<file path="src/rtl/alu_issue.sv">
// alu_issue: XM-23 register/constant arithmetic issue sequencer (READ/EXEC/CAPT/WB).
// Define ALU_ISSUE_SHIFT_EN to also issue SRA/RRC (k=0xD, SC=0/1).
module alu_issue (
   input  logic        clk,
   input  logic        rst,
   input  logic        ins_valid,
   output logic        ins_ready,
   input  logic [15:0] ins,
   output logic [2:0]  rf_raddr_a,
   output logic [2:0]  rf_raddr_b,
   input  logic [15:0] rf_rdata_a,
   input  logic [15:0] rf_rdata_b,
   output logic        rf_we,
   output logic [2:0]  rf_waddr,
   output logic [15:0] rf_wdata,
   input  logic [15:0] psw_i,
   output logic        psw_we,
   output logic [15:0] psw_wdata,
   output logic [15:0] alu_op1,
   output logic [15:0] alu_op2,
   output logic [5:0]  alu_instr,
   output logic        alu_opt,
   output logic        alu_e,
   output logic [15:0] alu_psw_i,
   input  logic [15:0] alu_result,
   input  logic [15:0] alu_psw_o,
   output logic        done,
   output logic        illegal
);

   typedef enum logic [2:0] {
      S_IDLE, S_READ, S_EXEC, S_CAPT, S_WB, S_ILL
   } state_t;

   state_t      state_q, state_d;
   logic [2:0]  ra_q, ra_d;
   logic [2:0]  rb_q, rb_d;
   logic        rc_q, rc_d;
   logic        wr_q, wr_d;
   logic        single_q, single_d;
   logic        opt_q, opt_d;
   logic [5:0]  instr_q, instr_d;
   logic [15:0] op1_q, op1_d;
   logic [15:0] op2_q, op2_d;
   logic [15:0] apsw_q, apsw_d;
   logic [15:0] res_q, res_d;
   logic [15:0] pswo_q, pswo_d;
   logic        alu_e_q, alu_e_d;
   logic        rf_we_q, rf_we_d;
   logic        psw_we_q, psw_we_d;
   logic        done_q, done_d;
   logic        ill_q, ill_d;

   logic [3:0]  k;
   logic [2:0]  sc;
   logic        wb;
   logic        dec_legal;
   logic        dec_wr;
   logic        dec_single;
   logic [5:0]  dec_instr;
   logic [15:0] cval;
   logic        in_read;
   logic [15:0] op1_w, op2_w, apsw_w;

   assign k  = ins[11:8];
   assign sc = ins[5:3];
   assign wb = ins[6];

   always_comb begin
      dec_legal  = 1'b0;
      dec_wr     = 1'b1;
      dec_single = 1'b0;
      dec_instr  = {1'b0, k, wb};
      if (ins[15:12] == 4'b0100) begin
         unique case (1'b1)
            (k <= 4'hB): begin
               dec_legal = 1'b1;
               dec_wr    = (k != 4'h5) && (k != 4'h9);
            end
`ifdef ALU_ISSUE_SHIFT_EN
            ((k == 4'hD) && (sc == 3'd0)): begin
               dec_legal  = 1'b1;
               dec_single = 1'b1;
               dec_instr  = {1'b0, 4'hC, wb};
            end
            ((k == 4'hD) && (sc == 3'd1)): begin
               dec_legal  = 1'b1;
               dec_single = 1'b1;
               dec_instr  = {1'b0, 4'hD, wb};
            end
`endif
            default: ;
         endcase
      end
   end

   always_comb begin
      unique case (rb_q)
         3'd0: cval = 16'h0000;
         3'd1: cval = 16'h0001;
         3'd2: cval = 16'h0002;
         3'd3: cval = 16'h0004;
         3'd4: cval = 16'h0008;
         3'd5: cval = 16'h0010;
         3'd6: cval = 16'h0020;
         3'd7: cval = 16'hFFFF;
      endcase
   end

   // Operands flow straight from the RF during READ so the ALU sees
   // the same values from READ onward; the latched copy covers EXEC/CAPT.
   assign in_read = (state_q == S_READ);
   assign op1_w   = in_read ? rf_rdata_a : op1_q;
   assign op2_w   = !in_read ? op2_q :
                    single_q ? 16'h0000 :
                    rc_q     ? cval : rf_rdata_b;
   assign apsw_w  = in_read ? psw_i : apsw_q;

   assign ins_ready = (state_q == S_IDLE) && !rst;

   always_comb begin
      state_d  = state_q;
      ra_d     = ra_q;
      rb_d     = rb_q;
      rc_d     = rc_q;
      wr_d     = wr_q;
      single_d = single_q;
      opt_d    = opt_q;
      instr_d  = instr_q;
      op1_d    = op1_q;
      op2_d    = op2_q;
      apsw_d   = apsw_q;
      res_d    = res_q;
      pswo_d   = pswo_q;
      alu_e_d  = 1'b0;
      rf_we_d  = 1'b0;
      psw_we_d = 1'b0;
      done_d   = 1'b0;
      ill_d    = 1'b0;
      unique case (state_q)
         S_IDLE: begin
            if (ins_valid && ins_ready) begin
               if (dec_legal) begin
                  state_d  = S_READ;
                  ra_d     = ins[2:0];
                  rb_d     = sc;
                  rc_d     = ins[7];
                  wr_d     = dec_wr;
                  single_d = dec_single;
                  instr_d  = dec_instr;
                  opt_d    = 1'b1;
               end else begin
                  state_d = S_ILL;
                  ill_d   = 1'b1;
               end
            end
         end
         S_READ: begin
            op1_d   = op1_w;
            op2_d   = op2_w;
            apsw_d  = apsw_w;
            alu_e_d = 1'b1;
            state_d = S_EXEC;
         end
         S_EXEC: state_d = S_CAPT;
         S_CAPT: begin
            res_d    = alu_result;
            pswo_d   = alu_psw_o;
            rf_we_d  = wr_q;
            psw_we_d = 1'b1;
            done_d   = 1'b1;
            state_d  = S_WB;
         end
         S_WB:  state_d = S_IDLE;
         S_ILL: state_d = S_IDLE;
         default: state_d = S_IDLE;
      endcase
   end

   always_ff @(posedge clk or posedge rst) begin
      if (rst) begin
         state_q  <= S_IDLE;
         ra_q     <= '0;
         rb_q     <= '0;
         rc_q     <= 1'b0;
         wr_q     <= 1'b0;
         single_q <= 1'b0;
         opt_q    <= 1'b0;
         instr_q  <= '0;
         op1_q    <= '0;
         op2_q    <= '0;
         apsw_q   <= '0;
         res_q    <= '0;
         pswo_q   <= '0;
         alu_e_q  <= 1'b0;
         rf_we_q  <= 1'b0;
         psw_we_q <= 1'b0;
         done_q   <= 1'b0;
         ill_q    <= 1'b0;
      end else begin
         state_q  <= state_d;
         ra_q     <= ra_d;
         rb_q     <= rb_d;
         rc_q     <= rc_d;
         wr_q     <= wr_d;
         single_q <= single_d;
         opt_q    <= opt_d;
         instr_q  <= instr_d;
         op1_q    <= op1_d;
         op2_q    <= op2_d;
         apsw_q   <= apsw_d;
         res_q    <= res_d;
         pswo_q   <= pswo_d;
         alu_e_q  <= alu_e_d;
         rf_we_q  <= rf_we_d;
         psw_we_q <= psw_we_d;
         done_q   <= done_d;
         ill_q    <= ill_d;
      end
   end

   assign rf_raddr_a = ra_q;
   assign rf_raddr_b = rb_q;
   assign rf_we      = rf_we_q;
   assign rf_waddr   = ra_q;
   assign rf_wdata   = res_q;
   assign psw_we     = psw_we_q;
   assign psw_wdata  = pswo_q;
   assign alu_op1    = op1_w;
   assign alu_op2    = op2_w;
   assign alu_instr  = instr_q;
   assign alu_opt    = opt_q;
   assign alu_e      = alu_e_q;
   assign alu_psw_i  = apsw_w;
   assign done       = done_q;
   assign illegal    = ill_q;

endmodule

</file>
<file path="config.mk">
export PLATFORM = sky130hd
export DESIGN_NAME = alu_issue
export DESIGN_NICKNAME = d
export VERILOG_FILES = /design/src/rtl/alu_issue.sv
export SDC_FILE = /design/constraint.sdc
export NUM_CORES = 1
export LEC_CHECK = 0
export ABC_CLOCK_PERIOD_IN_PS = 4900
export CAP_MARGIN = 5
export CORE_ASPECT_RATIO = 2
export CORE_MARGIN = 8
export CORE_UTILIZATION = 46
export DETAILED_ROUTE_END_ITERATION = 8
export PLACE_DENSITY = 0.87
export SYNTH_ARGS = -nofsm -noshare
export SYNTH_HDL_FRONTEND = slang
export SYNTH_SLANG_ARGS = --single-unit
export TNS_END_PERCENT = 100
</file>
<file path="constraint.sdc">
create_clock -name clk -period 4.9 [get_ports clk]
set_input_delay 0.98 -clock clk [delete_from_list [all_inputs] [get_ports clk]]
set_output_delay 0.98 -clock clk [all_outputs]
set_load 0.005 [all_outputs]
</file>
== Word-level counts from Yosys, hierarchy flattened ==
Memories as Yosys holds them, arrays and structs flattened.
Index checks and enable logic that the tools add are counted.

* $add $sub $neg: 0
* Multiply operators: 0
* Div/mod/pow operators: 0
* $lt $le $gt $ge: 1
* Equal/unequal tests: 7
* Shifts and indexed selects: 0
* Mux-type cells: 17
* Bitwise gates (word level): 0
* Reduce and logical (&&, ||, !) cells: 6

{| class="wikitable"
|+ Operators with widths
! cell !! count
|-
| two-way mux 16 bit || 4
|-
| one-hot mux 3 bit (4 select lines) || 1
|-
| two-way mux 1 bit || 10
|-
| equality test 3 x 2 -> 1 bit, second input constant || 2
|-
| two-way mux 3 bit || 2
|-
| equality test 4 x 3 -> 1 bit, second input constant || 1
|-
| <= comparator 4 bit, second input constant || 1
|-
| != test 4 x 3 -> 1 bit, second input constant || 1
|-
| != test 4 bit, second input constant || 1
|-
| equality test 3 x 1 -> 1 bit, second input constant || 1
|-
| logical AND 1 bit || 3
|-
| zero test 3 bit || 1
|-
| AND reduction 3 bit || 1
|-
| != test 2 x 1 -> 1 bit, second input constant || 1
|-
| zero test 1 bit || 1
|}

* Flip-flop bits (word level): 101
* Bits in latches: 0
* Memory bits (writable): 0
* Bits in read-only memories: 128
* Bits of input ports: 99
* Output and inout bits: 102
* Word-level logic and storage cells: 48
* Memories: 1

{| class="wikitable"
|+ Memories
! memory !! depth !! bits a word !! read ports !! clocked after memory_dff !! wr ports !! line !! source
|-
| (no name shown) || 8 || 16 || 1 || 0 || 0 || 98 || <nowiki>unique case (rb_q)</nowiki>
|}

== Longest topological paths before layout ==
Gate-level depths: netlist (run 1).

* Depth in word-level cells: 6
* Mapped depth: 6
* Gate-level depth less buffers: 5

== Least setup slack after synthesis (run 1) ==
Ideal clock, no wire load.

* Path kind: register to output
* From: reg state_q[1]
* To: out alu_op1[0]
* Arrival: 1.465 ns
* Data required time: 3.920 ns
* Setup slack: 2.455 ns
* Cell stages (with the launch flop): 6
* Path buffers: 3
* Path through: dfrtp_1 > buf_2 > nor3b_2 > buf_2 > buf_2 > mux2_2

* Word-level cells in the longest chain between the ends: 2

{| class="wikitable"
|+ Ends and longest elaborated chain
! what !! line !! source
|-
| from (decl) || 35 || <nowiki>state_t state_q, state_d;</nowiki>
|-
| from (signal assigned) || 201 || <nowiki>state_q <= state_d;</nowiki>
|-
| equality test 3 x 1 -> 1 bit || 112 || <nowiki>assign in_read = (state_q == S_READ);</nowiki>
|-
| two-way mux 16 bit || 113 || <nowiki>assign op1_w = in_read ? rf_rdata_a : op1_q;</nowiki>
|-
| to (decl) || 19 || <nowiki>output logic [15:0] alu_op1,</nowiki>
|}

No other way between the ends.

== Final worst setup path (run 1) ==
* From: reg state_q[0]
* To: out alu_op2[13]

* Word-level cells in the longest chain between the ends: 2

{| class="wikitable"
|+ Ends and longest elaborated chain
! what !! line !! source
|-
| equality test 3 x 1 -> 1 bit || 112 ||
|-
| two-way mux 16 bit || 114 || <nowiki>assign op2_w = !in_read ? op2_q :</nowiki>
|-
| to (decl) || 20 || <nowiki>output logic [15:0] alu_op2,</nowiki>
|}

No other way between the ends.

==> results of run 1 <==
==> Yosys cell counts (3+ instances only) <==
| cell type | count |
|---|---|
| dfrtp_1 | 101 |
| mux2_2 | 100 |
| o22a_1 | 24 |
| buf_2 | 15 |
| a21oi_1 | 13 |
| nor2b_1 | 13 |
| mux2_4 | 9 |
| nor2_1 | 7 |
| buf_4 | 5 |
| clkbuf_1 | 5 |
| inv_1 | 5 |
| nand2_1 | 4 |
| nand2b_1 | 4 |
| a31oi_1 | 3 |
| ha_1 | 3 |
==> worst max-delay path, delay by kind of cell, from the launching register on <==
| kind | cells | cell delay (ps) |
|---|---|---|
| and+or+nand+nor | 2 | 1360 |
| DFF | 1 | 500 |
| buffers and inverters | 1 | 450 |
| AOI/OAI and AO/OA | 1 | 380 |
==> registers in the layout, summed over array words and instances (netlist names) <==
signal      cells
alu_instr       5
apsw_q         16
rf_wdata       16
state_q         3
rf_raddr_a      3
rf_we           1
wr_q            1
psw_wdata      16
done            1
illegal         1
rc_q            1
alu_opt         1
op1_q          16
op2_q          16
rf_raddr_b      3
alu_e           1
==> metal layers <==
metal	vias to the layer above	track usage (%)
met4	0	13.6
li1	1536	-
met1	1623	18.3
met5	-	0
met2	141	33.9
met3	45	6.06
==> power by group <==
group          internal [µW]  switching, µW  total, µW  leakage [µW]
registers               1220            240       1460       0.00121
clock network            408            307        715      0.000137
logic                   1430            703       2130       0.00150
total                   3060           1250       4310       0.00284
==> final cells by class <==
class | count | share of cell area [%]
diodes | 2 | 0.0722
clock buffers | 10 | 3.45
clock inverters | 5 | 0.885
inverters | 5 | 0.307
multi-input cells | 193 | 27.2
flip-flops and latches | 101 | 36.5
well taps | 132 | 2.38
repair buffers | 202 | 29.3
==> cells by family (layout without fill, tap and decap cells) <==
| group | Yosys count | count (layout) |
|---|---|---|
| compound gates | 42 | 42 |
| simple gates | 36 | 36 |
| fa+ha+maj | 3 | 3 |
| xor+xnor | 1 | 1 |
| mux | 110 | 110 |
| flops | 101 | 101 |
| buf+inv | 31 | 222 |
| other cells | 1 | 3 |
==> how the worst max path moves through the flow <==
stage	endpoint	from	slack [ps]
after floorplan	alu_e	rst	1270
after global placement	alu_op2[0]	state_q[0]	1420
after detailed placement	alu_op2[11]	state_q[0]	1260
after CTS	alu_op2[11]	state_q[0]	860
after global routing	alu_op2[14]	state_q[0]	650
final	alu_op2[13]	state_q[0]	880
==> per-stage QoR <==
| stage | area (µm²) | worst slack [ps] | power, µW | hold slack (ps) | std cells |
|---|---|---|---|---|---|
| 6_report | 6930 | 881 | 4310 | 495 | 650 |
| 5_1_grt | 6930 | 654 | 4560 | 505 | 650 |
| 4_1_cts | 6920 | 864 | 4370 | 496 | 648 |
| 3_5_place_dp | 6620 | 1260 | 3630 | 492 | 633 |
| 3_3_place_gp | 6620 | 1420 | 3550 | 456 | 633 |
| 2_1_floorplan | 4570 | 1270 | 2450 | 447 | 325 |
==> layout by cell type, fill, tap and decap left out, drive strengths merged, types with 5 or more instances in the layout <==
cell	instances
a21oi	13
clkbuf	10
clkdlybuf4s50	199
dfrtp	101
inv	5
mux2	109
nor2	7
nor2b	13
o22a	24
==> metrics.cfg, run 1 <==
[critical_path]
reg2regPathDepth=3
cp.required_ps=3920
slowest_delay_ps=680
ff2ff_setup_slack_ps=2540
critPathMaxFanout=24
crit_path_top_delay_cell=nor3b_4
worstPathArrival_ps=3040
path_cells=nor3b_4, nand2_1, o22a_1, clkdlybuf4s50_1
r2r-start=state_q[0]
worstReg2RegEnd=op2_q[8]
crit_type=flip-flop to output port
worstSetupStartpointType=flip-flop
worst_setup_path_end_kind=output port

[clock_tree]
postCtsSetupBuffers=0
cts.repair.resized=0
clk_latency_ps=340
clock_sinks=101
clkTransAtPathRegs_ps=70
htreeDepth=3
hold_buffers=0
cts_root_buf=clkbuf_16
clk_path_buf_depth=2
cts_tree=built
cts_made_buffers=9

[layout]
fin_util_pct=71.4
nets=614
multi_input_area_mm2=0.00188
area_delta_synth_final_pct=51.8
drive_gt1_share_pct=25.8
seqCellArea_mm2=0.00253
fillerInstances=696

[power]
leakage_uw=0.00284
power_density_mw_per_mm2=622
vdd_ir_drop_max_uv=447

[timing]
tns_ps=0
slew_viol_final=0
fmax_mhz=249
fin_crit_ps=4020
period_share_pct=82.0
hold_viol=0
worstMarginPinSlew_ps=855
skew_ps=10.8
final-setup-viol-count=0
slew_headroom_pct=43.0
rsz0062_at_grt=no

[synthesis]
netlist_instances=325
synthMuxAreaShare_pct=27.8
yosys.area_share.simple_pct=5.40
synth_fa_ha_area_share_pct=0.822
synth_top_area_cell=dfrtp_1
synth-seq-cells=101
synth_area_leaders=dfrtp_1, mux2_2, o22a_1, mux2_4, nor2b_1
netlist_area_mm2=0.00457
synth_compound_area_share_pct=6.77
synth_xor_area_share_pct=0.192
seq_area_frac_synth_pct=55.4
synth_edf_count=0
yosys_warnings=0
synth.avg_cell_area_um2=14.0
async_reset_ff_share_pct=100
syn_nets=427
synth_top_flop_cell=dfrtp_1
synthDominantCellAreaShare_pct=55.4
synth_cell_types=29
synth_top_family_by_area=multiplexers

[route]
dr.max_layer_used=met4
firstDrtPassIters=4
dr_wl_met3_um=854
drt_iter0_drc=87
via_per_inst=5.15
wl_mm=12.8
met1_length_mm=4.25
final_antenna_net_count=0
wire_per_inst_um=19.7
dr_total_vias=3345
dr_wl_met2_mm=6.93
drc=0

[floorplan]
dieArea_mm2=0.0136
die_x_um=86.4
io_pins=201
row_count=51
coreArea_mm2=0.00970
die_height_um=157
initial_core_util_pct=47.1

[global_routing]
grt_max_degree=87
grt_pass1_vias=3856
antenna_found_initial=2
grt_pass1_wl_mm=20.0
overflow=0
grtUsageTotal_pct=19.3

[worst_hold_path]
holdCritStartpoint=wr_q
hold_class=flip-flop to flip-flop
hold_depth=1
min_to=rf_we

[outcome]
status=completed

[flow_run]
max_cap_violations=0

[place]
placement.io_buffers=199
place_congestion=0.829
dpl.hpwl_mm=9.88

Note: power is estimated with default switching activity, not from simulation.
==> run 2: changes to the inputs <==
- ABC_CLOCK_PERIOD_IN_PS: 4900 -> 3900
- CORE_UTILIZATION: 46 -> 42
- PLACE_DENSITY: 0.87 -> 0.8
- clock period: 4.9 -> 3.9 ns (I/O delays scaled with it)
==> run 2 against run 1 <==
Effect of this change: flip-flop and latch count stayed put; clock skew hardly changed; clock power is 17% higher; largest cell class unchanged; highest routed layer unchanged.
==> metrics.cfg, run 2 (synthesized netlist as in run 1, its figures left out) <==
[outcome]
status=completed

[layout]
layout_commonest_cell=clkdlybuf4s50_1
drive_gt1_share_pct=26.0
fin_util_pct=64.6
final_cell_mix=clkdlybuf4s50_1, dfrtp_1, mux2_2, o22a_1
area_delta_synth_final_pct=52.0
nets=616
diodes=0

[critical_path]
path_cells=nor3b_4, nand2_1, o22a_1, clkdlybuf4s50_1
worstPathArrival_ps=2550
slowest_delay_ps=520
reg2regPathDepth=3
worstSetupStartpointType=flip-flop
crit_path_top_delay_cell=nand2_1
critPathMaxFanout=24
crit_type=flip-flop to output port
cp.required_ps=3120
worst_setup_path_end_kind=output port

[timing]
slew_viol_final=0
fmax_mhz=300
period_share_pct=85.3
skew_ps=10.7
rsz0062_at_grt=no
fin_crit_ps=3330
hold_viol=0
worstMarginPinSlew_ps=804
final-setup-viol-count=0
tns_ps=0
slew_headroom_pct=46.4

[clock_tree]
clk_latency_ps=340
postCtsSetupBuffers=0
cts_root_buf=clkbuf_16
cts_made_buffers=9
cts_tree=built
clkTransAtPathRegs_ps=70
clock_sinks=101
cts.repair.resized=0
clk_path_buf_depth=2
hold_buffers=0
htreeDepth=3

[route]
firstDrtPassIters=4
wl_mm=11.6
wire_per_inst_um=17.6
final_antenna_net_count=0
drt_iter0_drc=110
dr_total_vias=3302
drc=0
via_per_inst=5.01

[floorplan]
initial_core_util_pct=42.5
coreArea_mm2=0.0107
io_pins=201
dieArea_mm2=0.0147
die_x_um=89.7
die_height_um=163
row_count=54

[global_routing]
antenna_found_initial=0
grt_max_degree=88
grtUsageTotal_pct=15.9
grt_pass1_vias=3553
grt_pass1_wl_mm=18.6
overflow=0

[place]
place_congestion=0.771
dpl.hpwl_mm=8.64
placement.io_buffers=199

[power]
power_uw=5330
power_density_mw_per_mm2=769
leakage_uw=0.00285
vdd_ir_drop_max_uv=390

[worst_hold_path]
hold_depth=1
hold_class=flip-flop to flip-flop

[flow_run]
max_cap_violations=0

==> run 2: cell types whose count changed in the layout (fill, tap and decap cells not counted), sizes merged <==
cell / before / now
buf: 3 / 5
clkinv: 1 / 2
diode: 2 / 0
clkbuf: 10 / 11
bufinv: 1 / 0
==> run 2: worst max-delay path, delay by kind of cell, from the launching register on <==
kind | cells | cell delay [ps]
AO/OA/AOI/OAI | 1 | 380
buffers and inverters | 1 | 460
flip-flops | 1 | 510
AND/OR/NAND/NOR | 2 | 860
==> run 2: metal layers <==
metal  GRT usage [%]  part of all wire, %  up-vias  wire length (µm)
met5               0                    0        -                 0
met4            6.13                  2.0        0               227
met3            9.89                   14       17              1650
met2            23.3                   43      172              4980
met1            18.3                   41     1581              4730
li1                -                    -     1532                 -
==> run 2: path summary, 6_finish.rpt <==
| kind | from | endpoint | slack, ps |
|---|---|---|---|
| setup / recovery | state_q[0] | alu_op2[1] | 570 |
| hold / removal | alu_opt | alu_opt | 480 |
| min in group asynchronous | rst | psw_wdata[2] | 1060 |
| setup reg to reg | state_q[0] | op2_q[10] | 2050 |
| hold reg to reg | alu_opt | alu_opt | 480 |
| max in group asynchronous | rst | illegal | 2160 |
==> run 2: per-stage QoR <==
step | instances | cell area, µm² | hold slack [ps] | worst slack [ps]
after CTS | 659 | 6940 | 476 | 554
after global placement | 643 | 6660 | 450 | 966
after floorplan | 325 | 4570 | 447 | 473
after detailed placement | 643 | 6660 | 455 | 948
final | 659 | 6940 | 475 | 572
after global routing | 659 | 6940 | 505 | 379
==> run 2: area by class of cell <==
class	count	area, µm²
fill	819	3800
sequential	101	2530
timing repair buffer	204	2050
multi-input combinational	193	1880
clock buffer	11	243
tap	140	175
clock inverter	5	36.3
inverter	5	21.3
==> run 2: report_power, final <==
part           internal (µW)  leakage, µW  total, µW  switching, µW
clock                    450     0.000128        835            385
sequential              1540      0.00121       1800            265
combinational           1810      0.00152       2700            890
total                   3790      0.00285       5330           1540
